`src/rtl/framebuffer_arbiter_if.sv`:
```
// rtl/framebuffer_arbiter_if.sv - framebuffer arbiter bus bundle (scan-out, writer, clear, RAM)
interface framebuffer_arbiter_if #(
    parameter int ADDR_WIDTH = 17,
    parameter int DATA_WIDTH = 8,
    parameter int FIFO_DEPTH = 8
);
    logic                          disp_rd_en;
    logic [ADDR_WIDTH-1:0]         disp_addr;
    logic [DATA_WIDTH-1:0]         disp_pixel;
    logic                          disp_pixel_valid;
    logic                          wr_valid;
    logic                          wr_ready;
    logic [ADDR_WIDTH-1:0]         wr_addr;
    logic [DATA_WIDTH-1:0]         wr_data;
    logic                          clear_start;
    logic [DATA_WIDTH-1:0]         clear_color;
    logic                          busy;
    logic                          clear_done;
    logic [$clog2(FIFO_DEPTH):0]   fifo_level;
    logic [ADDR_WIDTH-1:0]         mem_addr;
    logic                          mem_we;
    logic [DATA_WIDTH-1:0]         mem_wdata;
    logic [DATA_WIDTH-1:0]         mem_rdata;

    modport slave (
        input  disp_rd_en, disp_addr, wr_valid, wr_addr, wr_data,
               clear_start, clear_color, mem_rdata,
        output disp_pixel, disp_pixel_valid, wr_ready, busy, clear_done,
               fifo_level, mem_addr, mem_we, mem_wdata
    );

    modport master (
        output disp_rd_en, disp_addr, wr_valid, wr_addr, wr_data,
               clear_start, clear_color, mem_rdata,
        input  disp_pixel, disp_pixel_valid, wr_ready, busy, clear_done,
               fifo_level, mem_addr, mem_we, mem_wdata
    );
endinterface

```
`src/rtl/framebuffer_arbiter.sv`:
```
// rtl/framebuffer_arbiter.sv - single-port framebuffer arbiter: scan-out, buffered writer, clear engine
module framebuffer_arbiter #(
    parameter int MEM_SIZE   = 76800,
    parameter int ADDR_WIDTH = 17,
    parameter int DATA_WIDTH = 8,
    parameter int FIFO_DEPTH = 8
) (
    input  logic                  clk,
    input  logic                  reset,
    framebuffer_arbiter_if.slave  bus
);
    localparam int PTR_W = $clog2(FIFO_DEPTH);
    localparam int LVL_W = PTR_W + 1;

    typedef enum logic [1:0] {IDLE, DRAIN, CLEAR} state_t;

    state_t                 state;
    logic [ADDR_WIDTH-1:0]  clr_cnt;
    logic [DATA_WIDTH-1:0]  clr_color;
    logic                   busy_q;
    logic                   done_q;
    logic                   disp_valid_q;

    logic [ADDR_WIDTH-1:0]  fifo_addr [FIFO_DEPTH];
    logic [DATA_WIDTH-1:0]  fifo_data [FIFO_DEPTH];
    logic [PTR_W-1:0]       rd_ptr;
    logic [PTR_W-1:0]       wr_ptr;
    logic [LVL_W-1:0]       level;

    logic                   fifo_empty;
    logic                   push;
    logic                   pop;
    logic                   clr_grant;
    logic [ADDR_WIDTH-1:0]  head_addr;
    logic                   head_in_range;

    assign fifo_empty    = (level == '0);
    assign head_addr     = fifo_addr[rd_ptr];
    // Widen by one bit so MEM_SIZE == 2**ADDR_WIDTH still compares correctly.
    assign head_in_range = ({1'b0, head_addr} < (ADDR_WIDTH+1)'(MEM_SIZE));

    // Writer is only admitted while idle so queued pixels cannot straddle a fill.
    assign bus.wr_ready  = (state == IDLE) && (level < LVL_W'(FIFO_DEPTH));
    assign push          = bus.wr_valid && bus.wr_ready;

    assign bus.disp_pixel       = bus.mem_rdata;
    assign bus.disp_pixel_valid = disp_valid_q;
    assign bus.busy             = busy_q;
    assign bus.clear_done       = done_q;
    assign bus.fifo_level       = level;

    // RAM grant mux: scan-out first, then clear engine, then FIFO drain.
    always_comb begin
        bus.mem_addr  = '0;
        bus.mem_we    = 1'b0;
        bus.mem_wdata = '0;
        pop           = 1'b0;
        clr_grant     = 1'b0;
        if (bus.disp_rd_en) begin
            bus.mem_addr = bus.disp_addr;
        end else if (state == CLEAR) begin
            bus.mem_addr  = clr_cnt;
            bus.mem_we    = 1'b1;
            bus.mem_wdata = clr_color;
            clr_grant     = 1'b1;
        end else if (!fifo_empty) begin
            // Out-of-range entries are still popped, just never written.
            pop           = 1'b1;
            bus.mem_addr  = head_addr;
            bus.mem_we    = head_in_range;
            bus.mem_wdata = fifo_data[rd_ptr];
        end
    end

    // FIFO storage; contents need no reset because the level gates every read.
    always_ff @(posedge clk) begin
        if (push) begin
            fifo_addr[wr_ptr] <= bus.wr_addr;
            fifo_data[wr_ptr] <= bus.wr_data;
        end
    end

    // FIFO pointers and occupancy; a reset discards anything still queued.
    always_ff @(posedge clk or negedge reset) begin
        if (!reset) begin
            rd_ptr <= '0;
            wr_ptr <= '0;
            level  <= '0;
        end else begin
            if (push) wr_ptr <= wr_ptr + PTR_W'(1);
            if (pop)  rd_ptr <= rd_ptr + PTR_W'(1);
            case ({push, pop})
                2'b10:   level <= level + LVL_W'(1);
                2'b01:   level <= level - LVL_W'(1);
                default: level <= level;
            endcase
        end
    end

    // Control FSM: IDLE -> DRAIN (flush queued writes) -> CLEAR (fill) -> IDLE.
    always_ff @(posedge clk or negedge reset) begin
        if (!reset) begin
            state        <= IDLE;
            clr_cnt      <= '0;
            clr_color    <= '0;
            busy_q       <= 1'b0;
            done_q       <= 1'b0;
            disp_valid_q <= 1'b0;
        end else begin
            disp_valid_q <= bus.disp_rd_en;
            done_q       <= 1'b0;
            case (state)
                IDLE: begin
                    if (bus.clear_start) begin
                        state     <= DRAIN;
                        busy_q    <= 1'b1;
                        clr_color <= bus.clear_color;
                        clr_cnt   <= '0;
                    end
                end
                DRAIN: begin
                    // No pushes here, so the FIFO empties once the last entry pops.
                    if (fifo_empty || (pop && level == LVL_W'(1))) state <= CLEAR;
                end
                CLEAR: begin
                    if (clr_grant) begin
                        if (clr_cnt == ADDR_WIDTH'(MEM_SIZE - 1)) begin
                            state   <= IDLE;
                            busy_q  <= 1'b0;
                            done_q  <= 1'b1;
                            clr_cnt <= '0;
                        end else begin
                            clr_cnt <= clr_cnt + ADDR_WIDTH'(1);
                        end
                    end
                end
                default: state <= IDLE;
            endcase
        end
    end
endmodule

```
`src/flat_wrapper.sv`:
```
// flat-port wrapper written by rule: the top's interface ports become plain ports
module framebuffer_arbiter_flat 
#(
    parameter int MEM_SIZE   = 76800,
    parameter int ADDR_WIDTH = 17,
    parameter int DATA_WIDTH = 8,
    parameter int FIFO_DEPTH = 8
)
  (clk, reset, bus_disp_rd_en, bus_disp_addr, bus_wr_valid, bus_wr_addr, bus_wr_data, bus_clear_start, bus_clear_color, bus_mem_rdata, bus_disp_pixel, bus_disp_pixel_valid, bus_wr_ready, bus_busy, bus_clear_done, bus_fifo_level, bus_mem_addr, bus_mem_we, bus_mem_wdata);
  framebuffer_arbiter_if #(.ADDR_WIDTH(ADDR_WIDTH), .DATA_WIDTH(DATA_WIDTH), .FIFO_DEPTH(FIFO_DEPTH)) bus_i ();
  input  logic clk;
  input  logic reset;
  input wire logic [$bits(bus_i.disp_rd_en)-1:0] bus_disp_rd_en;
  input wire logic [$bits(bus_i.disp_addr)-1:0] bus_disp_addr;
  input wire logic [$bits(bus_i.wr_valid)-1:0] bus_wr_valid;
  input wire logic [$bits(bus_i.wr_addr)-1:0] bus_wr_addr;
  input wire logic [$bits(bus_i.wr_data)-1:0] bus_wr_data;
  input wire logic [$bits(bus_i.clear_start)-1:0] bus_clear_start;
  input wire logic [$bits(bus_i.clear_color)-1:0] bus_clear_color;
  input wire logic [$bits(bus_i.mem_rdata)-1:0] bus_mem_rdata;
  output wire logic [$bits(bus_i.disp_pixel)-1:0] bus_disp_pixel;
  output wire logic [$bits(bus_i.disp_pixel_valid)-1:0] bus_disp_pixel_valid;
  output wire logic [$bits(bus_i.wr_ready)-1:0] bus_wr_ready;
  output wire logic [$bits(bus_i.busy)-1:0] bus_busy;
  output wire logic [$bits(bus_i.clear_done)-1:0] bus_clear_done;
  output wire logic [$bits(bus_i.fifo_level)-1:0] bus_fifo_level;
  output wire logic [$bits(bus_i.mem_addr)-1:0] bus_mem_addr;
  output wire logic [$bits(bus_i.mem_we)-1:0] bus_mem_we;
  output wire logic [$bits(bus_i.mem_wdata)-1:0] bus_mem_wdata;
  assign bus_i.disp_rd_en = bus_disp_rd_en;
  assign bus_i.disp_addr = bus_disp_addr;
  assign bus_i.wr_valid = bus_wr_valid;
  assign bus_i.wr_addr = bus_wr_addr;
  assign bus_i.wr_data = bus_wr_data;
  assign bus_i.clear_start = bus_clear_start;
  assign bus_i.clear_color = bus_clear_color;
  assign bus_i.mem_rdata = bus_mem_rdata;
  assign bus_disp_pixel = bus_i.disp_pixel;
  assign bus_disp_pixel_valid = bus_i.disp_pixel_valid;
  assign bus_wr_ready = bus_i.wr_ready;
  assign bus_busy = bus_i.busy;
  assign bus_clear_done = bus_i.clear_done;
  assign bus_fifo_level = bus_i.fifo_level;
  assign bus_mem_addr = bus_i.mem_addr;
  assign bus_mem_we = bus_i.mem_we;
  assign bus_mem_wdata = bus_i.mem_wdata;
  framebuffer_arbiter #(.MEM_SIZE(MEM_SIZE), .ADDR_WIDTH(ADDR_WIDTH), .DATA_WIDTH(DATA_WIDTH), .FIFO_DEPTH(FIFO_DEPTH)) u_core (.clk(clk), .reset(reset), .bus(bus_i));
endmodule
```
`config.mk`:
```
export PLATFORM = sky130hd
export DESIGN_NAME = framebuffer_arbiter_flat
export DESIGN_NICKNAME = d
export VERILOG_FILES = /design/src/rtl/framebuffer_arbiter_if.sv /design/src/rtl/framebuffer_arbiter.sv /design/src/flat_wrapper.sv
export SDC_FILE = /design/constraint.sdc
export NUM_CORES = 1
export LEC_CHECK = 0
export CAP_MARGIN = 20
export CELL_PAD_IN_SITES_DETAIL_PLACEMENT = 1
export CELL_PAD_IN_SITES_GLOBAL_PLACEMENT = 2
export CORE_UTILIZATION = 42
export CTS_CLUSTER_DIAMETER = 120
export CTS_CLUSTER_SIZE = 40
export DETAILED_ROUTE_END_ITERATION = 10
export GPL_ROUTABILITY_DRIVEN = 0
export GPL_TIMING_DRIVEN = 0
export PLACE_DENSITY_LB_ADDON = 0.1
export SLEW_MARGIN = 20
export SYNTH_ARGS = -nofsm -noshare
export SYNTH_HDL_FRONTEND = slang
export SYNTH_SLANG_ARGS = --single-unit
```
`constraint.sdc`:
```
create_clock -name clk -period 4.32 [get_ports clk]
set_input_delay 1.296 -clock clk [delete_from_list [all_inputs] [get_ports clk]]
set_output_delay 1.296 -clock clk [all_outputs]
set_load 0.02 [all_outputs]
```
Word-level counts from Yosys, hierarchy flattened
Memories as Yosys holds them, arrays and structs flattened.
Index checks and enable logic that the tools add are counted.
{ "totals": {"reg_bits": 40, "ramBits": 200, "in_bits": 63, "output_inout_bits": 42, "word_cells": 73, "n_memories": 2} }
{ "op_classes": {"n_addsub": 5, "order_cmp": 2, "eq_ne": 10, "n_mux": 33, "reduce_logical": 12} }
{ "mem_list": {"columns": ["memory", "words", "word_bits", "read_ports", "rd_clocked_by_memory_dff", "wr", "line", "text"], "rows": [
  ["u_core.fifo_addr", 8, 17, 1, 0, 1, "framebuffer_arbiter.sv:24", "logic [ADDR_WIDTH-1:0] fifo_addr [FIFO_DEPTH];"],
  ["u_core.fifo_data", 8, 8, 1, 0, 1, "framebuffer_arbiter.sv:25", "logic [DATA_WIDTH-1:0] fifo_data [FIFO_DEPTH];"]
]} }
{ "op_table": {"columns": ["operator", "count"], "rows": [
  ["17-bit two-way mux", 6],
  ["17-bit one-hot mux with 2 select lines", 1],
  ["8-bit two-way mux", 3],
  ["17-bit by 1-bit adder with 17-bit output, second input constant", 1],
  ["17-bit equality test, second input constant", 1],
  ["17-bit less-than comparator, second input constant", 1],
  ["1-bit two-way mux", 16],
  ["2-bit two-way mux", 4],
  ["4-bit one-hot mux with 2 select lines", 1],
  ["4-bit AND reduction", 2],
  ["3-bit by 1-bit adder with 3-bit output, second input constant", 2],
  ["2-bit one-hot mux with 3 select lines", 1],
  ["4-bit by 1-bit adder with 4-bit output, second input constant", 1],
  ["2-bit by 1-bit equality test with 1-bit output, second input constant", 2],
  ["2-bit equality test, second input constant", 2],
  ["4-bit by 1-bit equality test with 1-bit output, second input constant", 1],
  ["4-bit logical NOT", 1],
  ["4-bit less-than comparator, second input constant", 1],
  ["2-bit by 1-bit != test with 1-bit output, second input constant", 2],
  ["2-bit != test, second input constant", 2],
  ["2-bit nonzero test", 2],
  ["4-bit by 1-bit subtractor with 4-bit output, second input constant", 1],
  ["1-bit logical AND", 3],
  ["3-bit AND reduction", 1],
  ["4 further kinds", 4]
]} }

Logic depth before layout (Yosys ltp)
{ "logic_depth": {"word_depth": 8, "ltp_mapped": 9, "depth_no_buf": 9} }

Worst setup path after synthesis
No wires, ideal clock.
{ "synth_timing": {"path_kind": "input to register", "start": "in bus_wr_valid", "end": "mem u_core.fifo_addr[0][0] (enable)", "setup_time_ns": 0.438, "t_arrival_ns": 3.424, "required_time_ns": 3.882, "setup_slack_ns": 0.458, "stages": 3, "path_buffers": 0, "cell_sequence": "nand2_1 or2_1 nor3_1"} }
{ "synth_between": {"elab_chain_cells": 3} }
{ "synth_lines": {"columns": ["element", "line", "text"], "rows": [
  ["start: declaration", "flat_wrapper.sv:15", "input wire logic [$bits(bus_i.wr_valid)-1:0] bus_wr_valid;"],
  ["1-bit logical AND", "framebuffer_arbiter.sv:44", "assign push = bus.wr_valid && bus.wr_ready;"],
  ["1-bit two-way mux", "framebuffer_arbiter.sv:77", "if (push) begin"],
  ["1-bit two-way mux (not written as such)", "framebuffer_arbiter.sv:78", "fifo_addr[wr_ptr] <= bus.wr_addr;"],
  ["end: declaration", "framebuffer_arbiter.sv:24", null]
]} }
No other way between the ends.

Final worst setup path
{ "layout_timing": {"start": "reg u_core.rd_ptr[1]", "end": "out bus_mem_we"} }
{ "layout_between": {"elab_chain_cells": 5} }
{ "layout_lines": {"columns": ["element", "line", "text"], "rows": [
  ["start: declaration", "framebuffer_arbiter.sv:26", "logic [PTR_W-1:0] rd_ptr;"],
  ["start signal: assignment", "framebuffer_arbiter.sv:91", "if (pop) rd_ptr <= rd_ptr + PTR_W'(1);"],
  ["memory read 8 x 17 bit", null, null],
  ["17-bit less-than comparator", "framebuffer_arbiter.sv:40", "assign head_in_range = ({1'b0, head_addr} < (ADDR_WIDTH+1)'(MEM_SIZE));"],
  ["1-bit two-way mux", "framebuffer_arbiter.sv:66", "end else if (!fifo_empty) begin"],
  ["1-bit two-way mux", "framebuffer_arbiter.sv:61", "end else if (state == CLEAR) begin"],
  ["1-bit two-way mux", "framebuffer_arbiter.sv:59", "if (bus.disp_rd_en) begin"],
  ["end: declaration", "flat_wrapper.sv:28", "output wire logic [$bits(bus_i.mem_we)-1:0] bus_mem_we;"]
]} }
No other way between the ends.

==> run metrics <==
CTS max path bufs=3; YS warnings=0; Yosys reg bits=between 200 and 250; Post-Layout Cell Count=around 1,000; cell repeated most along the worst path=a211oi_2; reg2reg path depth=7; CP endpoint kind=output pin; Max Cap Violations=0; footprint of the multi-input gates=0.00281 sq mm; skew final=27.2 ps; Fmax=about 240 MHz; Synth Flop Type=edfxtp_1; FF/Latch Area=0.00701 sq mm; IR drop worst, VDD=between 0.0003 and 0.0004 V; RSZ-0062 raised after global routing=false; Setup CP Type=register to output pin; Netlist Area Pre-Place=between 0.009 and 0.01 sq mm; worst skew pair latency=490 ps; # Post-CTS Setup Buffers=0; DR iter-0 viols=around 330; Buffers on Ports=96; Period Utilization, post-route=0.971; power per cell area=around 550 mW/mm^2; Layout area overhead=20.8%; die area=0.0243 sq mm; drt drc=0; CTS buffer count=10; slowest CP cell=mux4_2; hold path cells=1; Routed Antenna Nets=0; cell row count=55; Post-synth EDFFs=200; Core Box Area=0.0230 sq mm; Routed wire per std cell=22.9 microns; io pins=105; vias=around 5,500; Slew @ Worst Pin=923 ps; FF-to-FF End=u_core.fifo_addr[0][0]; GR Overflow Total=0; Post-Route Setup TNS=0 ps; FFs w/ async S/R, synth=0.167; Worst R2R Setup Slack=1400 ps; hold path endpoint=u_core.clr_color[0]; critical path fanouts, max=10; post-route minimum period=4190 ps; Vias per Instance=around 5.4; WP data required=3020 ps; post-DP HPWL=roughly 16,000 microns; hold_buf cts=0; share of cells above drive strength 1=0.211; Die Wd=156 microns; Fin. Hold Viols=0; CP delay by family, top=multiplexers; CP max stage delay=approximately 520 ps; worst rel slew slack=0.382; Worst EP arrival=~2900 ps; worst hold-check path type=register to register; Leakage=0.00414 uW; Initial Utilization=0.434; number of global-route vias before repair=5,789; GRT Util Overall=0.196; die height=156 microns; status=completed; antenna violations before repair=0; Yosys cell types=43; critical path, cell by cell=buf_6 > mux4_2 > mux2_2 > a211oi_2 > a211oi_1 > a211oi_2 > clkdlybuf4s15_2; drt pass-1 iters=4; worst flop-to-flop path startpoint=u_core.state[0]; Final setup viols=0; syn avg cell area=17.4 sq um; Setup crit start kind=register; Cells after Synth=574; Slew Limit Fails=0; sequential share of the synthesized area=0.703; Placed Instances=approximately 1,000; largest net degree at the start of global routing=42; WP buf/inv=2; global-route wire length before repair=~35,000 microns; CTS HTree Levels=1; root buf cell=clkbuf_16; Worst-path clk slew=140 ps; Sink Count=240; Final #Nets=765; hold_sp=u_core.clr_color[0]; syn nets=644; Fillers=approximately 2,200; fin util=0.524; CTS tree=done; DRT Wirelength=23,200 microns
[per-layer routing]
metal,wire length [microns],vias to the layer above,GRT usage
met3,802,18,0.0183
met4,255,0,0.0336
li1,-,2481,-
met2,11200,119,0.327
met5,0,-,0
met1,11000,2867,0.285
[layout make-up]
cell class / instances / share of cell area
Clock inverter: 3 / 0.00364
Multi-Input combinational cell: 277 / 0.233
Sequential cell: 240 / 0.582
Clock buffer: 12 / 0.0232
Timing Repair Buffer: 110 / 0.0970
Inverter: 26 / 0.00811
Buffer: 30 / 0.0200
Tap cell: 313 / 0.0325
Antenna cell: 1 / 0.000208
[how the worst max path moves through the flow]
stage,depth (start not counted),from,end
2_1_floorplan,3,bus_wr_valid,u_core.fifo_addr[0][0]
3_3_place_gp,4,bus_wr_valid,u_core.fifo_addr[0][3]
3_5_place_dp,6,bus_disp_rd_en,bus_mem_wdata[7]
4_1_cts,8,u_core.rd_ptr[0],bus_mem_we
5_1_grt,7,u_core.rd_ptr[0],bus_mem_addr[5]
6_report,7,u_core.rd_ptr[1],bus_mem_we
[logic make-up after synthesis]
| kind of cell | count (synthesis) | share of synthesized area |
|---|---|---|
| xor+xnor | 18 | 0.0158 |
| fa+ha+maj | 7 | 0.00879 |
| compound gates | 63 | 0.0422 |
| mux | 86 | 0.153 |
| simple gates | 103 | 0.0496 |
| flops | 240 | 0.703 |
| buf+inv | 57 | 0.0270 |
[sequential cells by signal, indices dropped and copies added, names as in the netlist, 2 cells and up]
signal and cells:
u_core.wr_ptr 3, u_core.clr_color 8, u_core.rd_ptr 3, u_core.fifo_addr 136
u_core.fifo_data 64, u_core.bus.fifo_level 4, u_core.state 2, u_core.clr_cnt 17
[synthesized netlist by cell type, types with 5 or more instances]
| library cell | number | area, sq um |
|---|---|---|
| a21oi_1 | 22 | 110 |
| a221oi_1 | 17 | 149 |
| and3_1 | 6 | 37.5 |
| buf_2 | 5 | 25.0 |
| buf_4 | 11 | 82.6 |
| clkbuf_1 | 14 | 52.6 |
| dfrtp_1 | 40 | 1000 |
| edfxtp_1 | 200 | 6010 |
| ha_1 | 7 | 87.6 |
| inv_1 | 24 | 90.1 |
| mux2_1 | 8 | 90.1 |
| mux2_2 | 17 | 191 |
| mux2i_1 | 11 | 110 |
| mux4_2 | 47 | 1060 |
| nand2_1 | 28 | 105 |
| nand2b_1 | 6 | 37.5 |
| nand3_1 | 12 | 60.1 |
| nand4_1 | 8 | 50.1 |
| nor2_1 | 26 | 97.6 |
| nor3_1 | 7 | 35.0 |
| o21ai_1 | 9 | 45.0 |
| xnor2_1 | 9 | 78.8 |
| xor2_1 | 9 | 78.8 |
[layout by cell type (no fill, tap or decap), drive strengths merged, types with 2 or more instances in the layout]
cell type	count
buf	32
inv	29
a211oi	3
mux4	50
edfxtp	200
dfrtp	40
o21ai	13
mux2i	11
a221oi	17
nor3	7
dlygate4sd2	25
clkbuf	25
o22ai	2
and3	6
xnor2	9
xor2	9
nand4	8
nand2b	6
nand3	12
ha	7
nor2	26
a21oi	22
and2	4
clkdlybuf4s50	69
mux2	25
nand2	28
[metrics by stage]
step	power, uW	worst slack (ps)	cell area [sq um]	hold slack [ps]
CTS	6720	28.1	12000	512
global placement	5390	-1920	11300	476
finish	6680	127	12000	507
detailed placement	5510	-538	11600	480
global route	7000	5.70	12000	539
floorplan	4480	458	9960	458
[where the power goes]
part | total [uW] | leakage (uW) | internal (uW) | switching (uW)
Clock | 1210 | 0.000157 | 493 | 721
Sequential | 2880 | 0.00231 | 2730 | 153
Combinational | 2580 | 0.00167 | 1190 | 1400
[repair_timing]
item                                    4_1_cts  5_1_grt
resized for setup                            67        7
endpoints found under the hold margin         0        0
endpoints found under the setup margin       26        7
pin swaps                                     1        0
Power figures use the tool's default switching activity.
